### src/rtl/seq_pkg.sv
// seq_pkg: state encoding and default frame settings shared by the pattern generator and the detector
package seq_pkg;
  typedef enum logic [1:0] {IDLE, SHIFT, GAP, DONE} state_t;
  localparam int MAX_LEN = 8;
  localparam logic [7:0] DEFAULT_PATTERN = 8'b0001_0101;
  localparam int DEFAULT_LEN = 5;
endpackage

### src/rtl/seq_shift_reg.sv
// seq_shift_reg: parallel-load MSB-first shift register with bit-index down-counter
module seq_shift_reg #(
  parameter int W = 8,
  parameter int LW = $clog2(W) + 1
) (
  input  logic          clk,
  input  logic          reset,
  input  logic          clr,
  input  logic          load,
  input  logic          shift,
  input  logic [W-1:0]  din,
  input  logic [LW-1:0] dlen,
  output logic          bit_out,
  output logic          last
);
  logic [W-1:0] sreg;
  logic [LW-1:0] idx;
  // frame is left-aligned so the head bit is always sreg[W-1] and zeros follow the last bit
  always_ff @(posedge clk or posedge reset)
    if (reset) begin
      sreg <= '0;
      idx <= '0;
    end else if (clr) begin
      sreg <= '0;
      idx <= '0;
    end else if (load) begin
      sreg <= din << (LW'(W) - dlen);
      idx <= dlen - LW'(1);
    end else if (shift) begin
      sreg <= sreg << 1;
      idx <= idx - LW'(1);
    end
  assign bit_out = sreg[W-1];
  assign last = idx == '0;
endmodule

### src/rtl/seq_pattern_gen.sv
// seq_pattern_gen: serial frame generator with repeat count, optional inter-frame gap and abort
module seq_pattern_gen #(
  parameter int MAX_LEN = 8,
  parameter logic [MAX_LEN-1:0] DEFAULT_PATTERN = MAX_LEN'(8'b0001_0101),
  parameter int DEFAULT_LEN = 5,
  localparam int LW = $clog2(MAX_LEN) + 1
) (
  input  logic               clk,
  input  logic               reset,
  input  logic               start,
  input  logic               use_default,
  input  logic [MAX_LEN-1:0] pattern,
  input  logic [LW-1:0]      len,
  input  logic [3:0]         repeat_cnt,
  input  logic               gap_en,
  input  logic               abort,
  output logic               in_out,
  output logic               valid,
  output logic               busy,
  output logic               done
);
  import seq_pkg::*;
  state_t state, nxt;
  logic [MAX_LEN-1:0] pat_q, ld_pat;
  logic [LW-1:0] len_q, eff_len, ld_len;
  logic [3:0] frames;
  logic gap_q, accept, next_frame, load, shift, clr, last;
  assign eff_len = use_default ? LW'(DEFAULT_LEN) : len;
  assign accept = state == IDLE && start && !abort && eff_len != '0 && eff_len <= LW'(MAX_LEN);
  assign next_frame = state == SHIFT && last && frames != '0 && !abort;
  assign ld_pat = accept ? (use_default ? DEFAULT_PATTERN : pattern) : pat_q;
  assign ld_len = accept ? eff_len : len_q;
  always_comb begin
    clr = abort && state != IDLE;
    load = !clr && (accept || state == GAP || (next_frame && !gap_q));
    shift = !clr && state == SHIFT && !load;
    nxt = clr ? IDLE :
          state == IDLE ? (accept ? SHIFT : IDLE) :
          state == SHIFT ? (!last ? SHIFT : frames == '0 ? DONE : gap_q ? GAP : SHIFT) :
          state == GAP ? SHIFT : IDLE;
  end
  always_ff @(posedge clk or posedge reset)
    if (reset) begin
      state <= IDLE;
      pat_q <= '0;
      len_q <= '0;
      frames <= '0;
      gap_q <= 1'b0;
      valid <= 1'b0;
      busy <= 1'b0;
      done <= 1'b0;
    end else begin
      state <= nxt;
      valid <= nxt == SHIFT;
      busy <= nxt == SHIFT || nxt == GAP;
      done <= nxt == DONE;
      if (accept) begin
        pat_q <= ld_pat;
        len_q <= eff_len;
        frames <= repeat_cnt;
        gap_q <= gap_en;
      end else if (next_frame)
        frames <= frames - 4'd1;
    end
  seq_shift_reg #(.W(MAX_LEN), .LW(LW)) u_sr (
    .clk(clk),
    .reset(reset),
    .clr(clr),
    .load(load),
    .shift(shift),
    .din(ld_pat),
    .dlen(ld_len),
    .bit_out(in_out),
    .last(last)
  );
endmodule

### config.mk
export PLATFORM = sky130hd
export DESIGN_NAME = seq_pattern_gen
export DESIGN_NICKNAME = d
export VERILOG_FILES = /design/src/rtl/seq_pkg.sv /design/src/rtl/seq_shift_reg.sv /design/src/rtl/seq_pattern_gen.sv
export SDC_FILE = /design/constraint.sdc
export NUM_CORES = 1
export LEC_CHECK = 0
export CAP_MARGIN = 20
export CORE_ASPECT_RATIO = 1.4
export CORE_MARGIN = 5
export CORE_UTILIZATION = 54
export DETAILED_ROUTE_END_ITERATION = 16
export GPL_ROUTABILITY_DRIVEN = 0
export PLACE_DENSITY = 0.77
export SYNTH_ARGS = -nofsm -noshare
export SYNTH_HDL_FRONTEND = slang
export SYNTH_SLANG_ARGS = --single-unit
### constraint.sdc
create_clock -name clk -period 7.1 [get_ports clk]
set_input_delay 1.42 -clock clk [delete_from_list [all_inputs] [get_ports clk]]
set_output_delay 1.42 -clock clk [all_outputs]
set_load 0.01 [all_outputs]
Yosys cells after proc, flatten, opt, wreduce, memory -nomap -nowiden. Cells that the tools add are included.

Flip-flop bits (word level): 34. Word-level logic and storage cells: 68.

$add $sub $neg: 4. Magnitude comparators: 1. Eq/ne operators: 5. Shift operators: 1. Multiplexer cells: 20. Reduce and logical (&&, ||, !) cells: 27.

Operator list (count): 2-to-1 mux 8 bit (5); 2-to-1 mux 4 bit (7); logical AND 1 bit (12); 2-to-1 mux 2 bit (6); subtractor 4 x 1 -> 4 bit (second input constant) (3); logical NOT 4 bit (2); nonzero test 4 bit (2); << shifter 8 x 4 -> 8 bit (1); equality test 2 bit (second input constant) (3); equality test 2 x 1 -> 1 bit (second input constant) (2); less-or-equal comparator 4 bit (second input constant) (1); logical NOT 1 bit (4); nonzero test 2 bit (2); subtractor 4 bit (first input constant) (1); logical OR 1 bit (3); nonzero test 3 bit (1); logical NOT 2 bit (1); 2-to-1 mux 1 bit (2).

Depth between registers and ports, before layout. Gate-level depths: netlist of run 1.

Depth after elaboration: 13. Gate-level depth with buffers: 13.

Modules after synthesis. Synthesis of run 1 repeated with hierarchy kept, for this count alone.

Cell total of the unflattened synthesis: 203. Area total of the unflattened synthesis: 2182.1 sq um.

By module, submodules not included: seq_pattern_gen (instances 1, cells each 100, area each 1247.4 sq um, seq. area each 550.5 sq um); seq_shift_reg (instances 1, cells each 103, area each 934.6 sq um, seq. area each 300.3 sq um).

Worst setup path before layout of run 1. Ideal clock, no wire load.

Path type: input to register. Start: in len[0]. End: reg u_sr.sreg[7]. Library setup time: 0.123 ns. Data arrival time: 4.265 ns. Data required time: 6.977 ns. Setup slack: 2.712 ns. Cell stages on the path: 11. Path buffers: 2. Cell sequence: clkbuf_1 nor4_2 nor3_2 nor2_1 a21oi_1 ha_1 buf_1 mux4_2 nor2_1 a211oi_1 o221a_2.

Cells in the longest elaborated chain, start to end: 10.

Ends and longest elaborated chain: start: declaration (line seq_pattern_gen.sv:13) `input logic [LW-1:0] len,`; 2-to-1 mux 4 bit (*) (line seq_pattern_gen.sv:28) `assign eff_len = use_default ? LW'(DEFAULT_LEN) : len;`; branches (longest 9 deep; another with less-or-equal comparator 4 bit); end signal: assignment (line seq_shift_reg.sv:27) `sreg <= din << (LW'(W) - dlen);`; end signal: assignment (line seq_shift_reg.sv:30) `sreg <= sreg << 1;`; end: declaration (line seq_shift_reg.sv:16) `logic [W-1:0] sreg;`.

Every way passes the cells marked *. A chain may end at the register's enable or synchronous reset.

Worst setup path after layout of run 1.
Start: in abort. End: reg u_sr.sreg[5].

Cells in the longest elaborated chain, start to end: 10.

Ends and longest elaborated chain: start: declaration (line seq_pattern_gen.sv:16) `input logic abort,`; branches (longest 10 deep; another with subtractor 4 bit).

Parallel ways; which one is timed is not known.

==> results of run 1 <==
[layout make-up]
class	instances	area, um^2	area share, %
tap	45	56.30	2.133
multi-input combinational	200	1308	49.53
timing repair buffer	28	272.8	10.33
clock inverter	1	5.005	0.1896
sequential	34	850.8	32.23
clock buffer	7	86.33	3.270
inverter	13	61.31	2.322
[cell families after synthesis]
family                     count (synthesis)  synth area share, %
xor gates and xnor gates                   5                1.920
buffers and inverters                     25                5.375
AOI/OAI and AO/OA                         74                22.87
and+or+nand+nor                          103                23.26
muxes                                     13                6.528
adders and majority gates                  5                2.743
DFF                                       34                37.30
[registers in the layout, indices dropped and copies added (netlist names)]
signal     count
valid          1
busy           1
frames         4
gap_q          1
len_q          4
pat_q          8
done           1
state          2
u_sr.idx       4
u_sr.sreg      8
[power by group through the flow]
stage | Combinational [mW] | Clock, mW | Sequential [mW]
final | 0.567 | 0.148 | 0.339
after global routing | 0.633 | 0.160 | 0.350
after CTS | 0.566 | 0.150 | 0.338
after detailed placement | 0.562 | 0 | 0.341
after global placement | 0.546 | 0 | 0.339
after floorplan | 0.436 | 0 | 0.324
[cells in the final DEF (no fill, tap or decap), types with 3 or more instances in the layout]
master	count
mux2i_1	7
clkdlybuf4s50_1	25
buf_4	3
nor2_1	24
inv_1	11
a21oi_1	16
mux2_2	5
nor3_1	9
o21ai_0	17
clkbuf_8	6
nand2b_1	5
nand3_1	3
xor2_1	3
nand2_1	35
a31o_2	4
a211oi_1	3
nor2b_1	5
or3_1	3
nor4_1	4
ha_1	5
dfrtp_1	34
a22oi_1	6
o31ai_1	4
[worst max-delay path, stage by stage]
cell	delay (ps)
clkdlybuf4s50_1	500
or4b_4	670
or4_4	550
and3_1	320
clkinv_8	110
ha_1	250
o21bai_1	150
a221oi_1	70
a311oi_2	470
mux2i_1	140
or3_1	320
a31oi_1	160
[per-stage QoR]
step | hold slack, ps | worst slack (ps) | area [um^2] | std cells
after floorplan | 464.1 | 2712 | 2281 | 259
after detailed placement | 488.7 | 1897 | 2549 | 320
final | 504.3 | 2158 | 2640 | 328
after CTS | 505.0 | 2190 | 2640 | 328
after global placement | 481.2 | 2027 | 2549 | 320
after global routing | 520.0 | 1843 | 2640 | 328
[routing by layer]
metal  vias to the layer above  wire [um]  part of all wire, %
met5                         -          0                    0
met4                         0        175                  3.2
met3                        23        222                  4.1
met2                        64       2821                   52
met1                       997       2228                   41
li1                        993          -                    -
[path summary, 6_finish.rpt]
check / to / slack [ps] / cells past startpoint / start
setup / recovery: u_sr.sreg[5] / 2160 / 12 / abort
hold / removal: u_sr.sreg[0] / 500 / 1 / u_sr.sreg[0]
setup reg to reg: u_sr.sreg[5] / 3370 / 11 / state[1]
hold reg to reg: u_sr.sreg[0] / 500 / 1 / u_sr.sreg[0]
max in group asynchronous: u_sr.idx[1] / 5260 / 3 / reset
min in group asynchronous: frames[0] / 1520 / 3 / reset
==> metrics.cfg, run 1 <==
[timing]
tightest_slew_ps = 770.7
skew_ps = 2.204
max_freq_mhz = 202.3
fin_crit_ps = 4942
min_period_over_period_pct = 69.61
relSlewSlack_pct = 48.06
drv_slew = 0
setup_viol = 0
finalSetupTns_ps = 0
rsz0062_at_grt = no
finalHoldViolCount = 0

[routing]
wl_um = 5448
viasPerCell = 6.332
drc_errors = 0
postRouteAntennaNets = 0
vias = 2077
drt_iter0_markers = 111
dr.pass1.iters = 5
wl_per_cell_um = 16.61

[power]
p_total_mw = 1.054
power_frac_seq_pct = 32.2
share_comb_of_total_power_pct = 53.8
ir_drop_mv = 0.2152
switching_share_pct = 43.17
p_clk_share_pct = 14.0
cellInternalPower_mw = 0.5991
leakage_nw = 1.133
power_switching_mw = 0.4552
power_density_nw_per_um2 = 399.3

[yosys]
yosys_register_bits = 34
synth_top_area_share_pct = 37.30
synth_ff_type = dfrtp_1
yosys_warnings = 0
synth.distinct_cells = 60
ys_seq_area_share_pct = 37.30
synth_commonest_cells = 35 x nand2_1, 34 x dfrtp_1, 24 x nor2_1
netlist_instances = 259
async_flop_share_pct = 100.0
synth_edf_count = 0
synth_most_common_cell = nand2_1
ys_top_cells_by_area = dfrtp_1 37%, nand2_1 5.8%, nor2_1 3.9%
synth_top_cell_by_area = dfrtp_1
syn_area_um2 = 2281
synth.net_count = 286
synth_area_per_cell_um2 = 8.807

[job]
drv_cap = 0

[layout]
nFillCells = 353
post_route_cells_drive_above_1_share_pct = 12.72
fin_nets = 309
areaGrowthSynthToFinish_pct = 15.74
num_antenna_cells = 0
utilization_pct = 63.33

[clocking]
cts_hold_buf = 0
cts_resized = 0
cts_sinks = 34
clock_latency_ps = 280
cts_tree = done
cts_max_level = 2
cts_root_buffer = clkbuf_8
post_cts_buffers = 0
numCtsBuffers = 5
cts_buffer_depth = 2
clkTransAtPathRegs_ps = 70

[setup_path]
startpoint_type = primary input
crit_type = primary input to register
cp_max_fo = 11
worstPathArrival_ps = 5150
cp_data_required_time_ps = 7300
cp-end-kind = register

[grt]
antenna_found_initial = 0
grt_max_degree = 35
grt_util_all_layers_pct = 20.96
grt_pass1_vias = 1994
gr-total-overflow = 0
grt_util_met2_pct = 36.87
grt_busiest_layer = met2
grt_first_pass_wirelength_um = 9183
grtUsageMet1_pct = 24.69
gr-usage-met3_pct = 3.876

[floorplan]
die-width_um = 64.93
dieHeight_um = 86.90
start_util_pct = 54.71
io-pin-count = 26
fp-row-count = 28
fp.coreArea_um2 = 4169
die-area_um2 = 5642

[placed_design]
io_buffers = 25
place_hpwl_um = 4091

[worst_hold_path]
min_path_type = register to register

[status]
outcome = completed

(Power assumes the default switching activity.)
==> run 2: changes to the inputs <==
CORE_UTILIZATION = 51   (was 54)
PLACE_DENSITY = 0.76   (was 0.77)
clock period = 4.4 ns   (was 7.1 ns; I/O delays follow)
==> run 2 against run 1 <==
  * Total power grew 65%
  * Cell area grew 5.0%
  * Register-to-register slack lost 2400 ps
  * First-iteration DRC count grew 33%
  * Sequential share of layout area shrank 1.5 points
  * Core utilization grew 1.5 points
  * Via count grew 0.67%
  * Highest routed layer unchanged
  * Largest power group unchanged
  * Die area grew 5.1%
  * Clock skew grew 3.2 ps
==> metrics.cfg, run 2 (synthesized netlist as in run 1, its figures left out) <==
[clocking]
cts_tree = done
cts_buffer_depth = 2  ; unchanged
post_cts_buffers = 0  ; unchanged
clkTransAtPathRegs_ps = 70  ; about the same
cts_root_buffer = clkbuf_8
numCtsBuffers = 5  ; unchanged
cts_sinks = 34  ; unchanged
clock_latency_ps = 290  ; about the same
cts_max_level = 2  ; unchanged
cts_hold_buf = 0  ; unchanged
cts_resized = 0  ; unchanged

[floorplan]
fp-row-count = 28  ; unchanged
die-width_um = 66.52  ; +2.4%
die-area_um2 = 5929  ; +5.1%
fp.coreArea_um2 = 4274  ; +2.5%
dieHeight_um = 89.13  ; +2.6%
io-pin-count = 26  ; unchanged
start_util_pct = 53.37  ; -1.3 points

[timing]
finalSetupTns_ps = 0  ; unchanged
tightest_slew_ps = 755.9  ; -14.79 ps
relSlewSlack_pct = 49.14  ; +1.1 points
min_period_over_period_pct = 89.94
setup_viol = 0  ; unchanged
finalHoldViolCount = 0  ; unchanged
rsz0062_at_grt = no
max_freq_mhz = 252.7
skew_ps = 5.403  ; +3.199 ps
drv_slew = 0  ; unchanged
fin_crit_ps = 3957

[power]
ir_drop_mv = 0.4664  ; +120%
p_total_mw = 1.737  ; +65%
switching_share_pct = 42.21  ; -0.97 points
share_comb_of_total_power_pct = 54.5  ; +0.7 points
power_density_nw_per_um2 = 626.9  ; +57%
leakage_nw = 1.203  ; +6.2%
power_frac_seq_pct = 31.6  ; -0.6 points
p_clk_share_pct = 13.9  ; about the same
power_switching_mw = 0.7333  ; +61%
cellInternalPower_mw = 1.004  ; +68%

[placed_design]
io_buffers = 25  ; unchanged
place_hpwl_um = 4185  ; +2.3%
dp.cells = 350  ; +9.4%

[layout]
post_route_cells_drive_above_1_share_pct = 17.11  ; +4.4 points
final_cell_mix = 35 x nand2_1, 34 x dfrtp_1, 25 x clkdlybuf4s50_1
num_antenna_cells = 0  ; unchanged
fin_cells = 358  ; +9.1%
areaGrowthSynthToFinish_pct = 21.50
final_common_cell = nand2_1
nFillCells = 367  ; +4.0%
reg.largest.list = pat_q (8), u_sr.sreg (8)
multi_input_area_um2 = 1308  ; unchanged
fin_nets = 324  ; +4.9%
layout.area.seq_um2 = 850.8  ; unchanged

[status]
outcome = completed

[grt]
gr-total-overflow = 0  ; unchanged
antenna_found_initial = 0  ; unchanged
grt_first_pass_wirelength_um = 9639  ; +5.0%
grt_util_all_layers_pct = 21.11  ; +0.15 points
grt_pass1_vias = 2151  ; +7.9%
grt_max_degree = 35  ; unchanged

[routing]
wl_um = 5512  ; +1.2%
drc_errors = 0  ; unchanged
drt_iter0_markers = 148  ; +33%
vias = 2091  ; +0.67%
postRouteAntennaNets = 0  ; unchanged
viasPerCell = 5.841  ; -7.8%
dr.pass1.iters = 4  ; -1
wl_per_cell_um = 15.40  ; -7.3%

[setup_path]
cp.buffers_inverters = 4  ; +2
cp_data_required_time_ps = 4630  ; -2670 ps
cp-end-kind = register
startpoint_type = primary input
cp_max_fo = 7  ; -4
crit_type = primary input to register
path_cells = clkdlybuf4s50_1 -> or4b_4 -> or4_4 -> and3_1 -> clkinv_8 -> ha_1 -> inv_1 -> o32ai_1 -> a311oi_2 -> buf_4 -> a211oi_1 -> o221a_2
ff2ff_path_depth = 11  ; unchanged
slowest_stage = or4b_4
cp_slowest_stage_delay_ps = 600  ; -70 ps
crit_cells = 12  ; unchanged
cp_top_family = simple AND/OR/NAND/NOR gates
worstPathArrival_ps = 4190  ; -960 ps

[worst_hold_path]
hold_depth = 1  ; unchanged
min_path_type = register to register

[job]
drv_cap = 0  ; unchanged

==> run 2: metal layers <==
layer / share of wire, % / wire, um / global-route usage (%) / vias up
met5: 0 / 0 / 0 / -
met1: 42 / 2294 / 25.96 / 995
met3: 5.8 / 319 / 4.277 / 12
met2: 50 / 2775 / 36.59 / 59
li1: - / - / - / 1025
met4: 2.2 / 122 / 7.394 / 0
==> run 2: worst paths after layout <==
path | startpoint | to | slack (ps)
max | abort | u_sr.sreg[7] | 440
max reg2reg | state[1] | u_sr.sreg[7] | 1000
max in group asynchronous | reset | done | 3100
min in group asynchronous | reset | frames[0] | 980
min | u_sr.sreg[0] | u_sr.sreg[0] | 510
min reg2reg | u_sr.sreg[0] | u_sr.sreg[0] | 510
==> run 2: worst reg2reg max path, cell delays in order (launching register included) <==
cell and delay, ps:
dfrtp_1 460, or4b_4 600, or4_4 540, and3_1 240, clkinv_8 90, ha_1 240, inv_1 60, o32ai_1 300
a311oi_2 110, buf_4 180, a211oi_1 280, o221a_2 240
==> run 2: area by class of cell <==
cell class | instances | area share (%)
tap | 60 | 2.709
sequential | 34 | 30.70
clock buffer | 7 | 3.115
timing repair buffer | 43 | 13.91
inverter | 13 | 2.212
multi-input combinational | 200 | 47.18
clock inverter | 1 | 0.1806
==> run 2: power by group through the flow <==
stage	clock network (mW)	logic (mW)	registers [mW]
4_1_cts	0.250	0.945	0.548
6_report	0.242	0.947	0.549
2_1_floorplan	0	0.704	0.523
3_5_place_dp	0	0.941	0.553
5_1_grt	0.265	1.06	0.567
3_3_place_gp	0	0.926	0.546
==> run 2: through the flow <==
| stage | area, um^2 | util (%) | worst slack (ps) | hold WS (ps) |
|---|---|---|---|---|
| 5_1_grt | 2771 | 64.84 | 278.4 | 517.8 |
| 3_3_place_gp | 2680 | 62.70 | 226.8 | 484.4 |
| 4_1_cts | 2771 | 64.84 | 455.3 | 509.6 |
| 2_1_floorplan | 2281 | - | 552.4 | 464.1 |
| 6_report | 2771 | 64.84 | 442.5 | 505.0 |
| 3_5_place_dp | 2680 | 62.70 | 142.8 | 493.3 |
==> run 3: changes to the inputs <==
SLEW_MARGIN = 15   (was default)
==> results of run 3 <==
The final DEF is identical to that of run 2; final timing and power are the same.
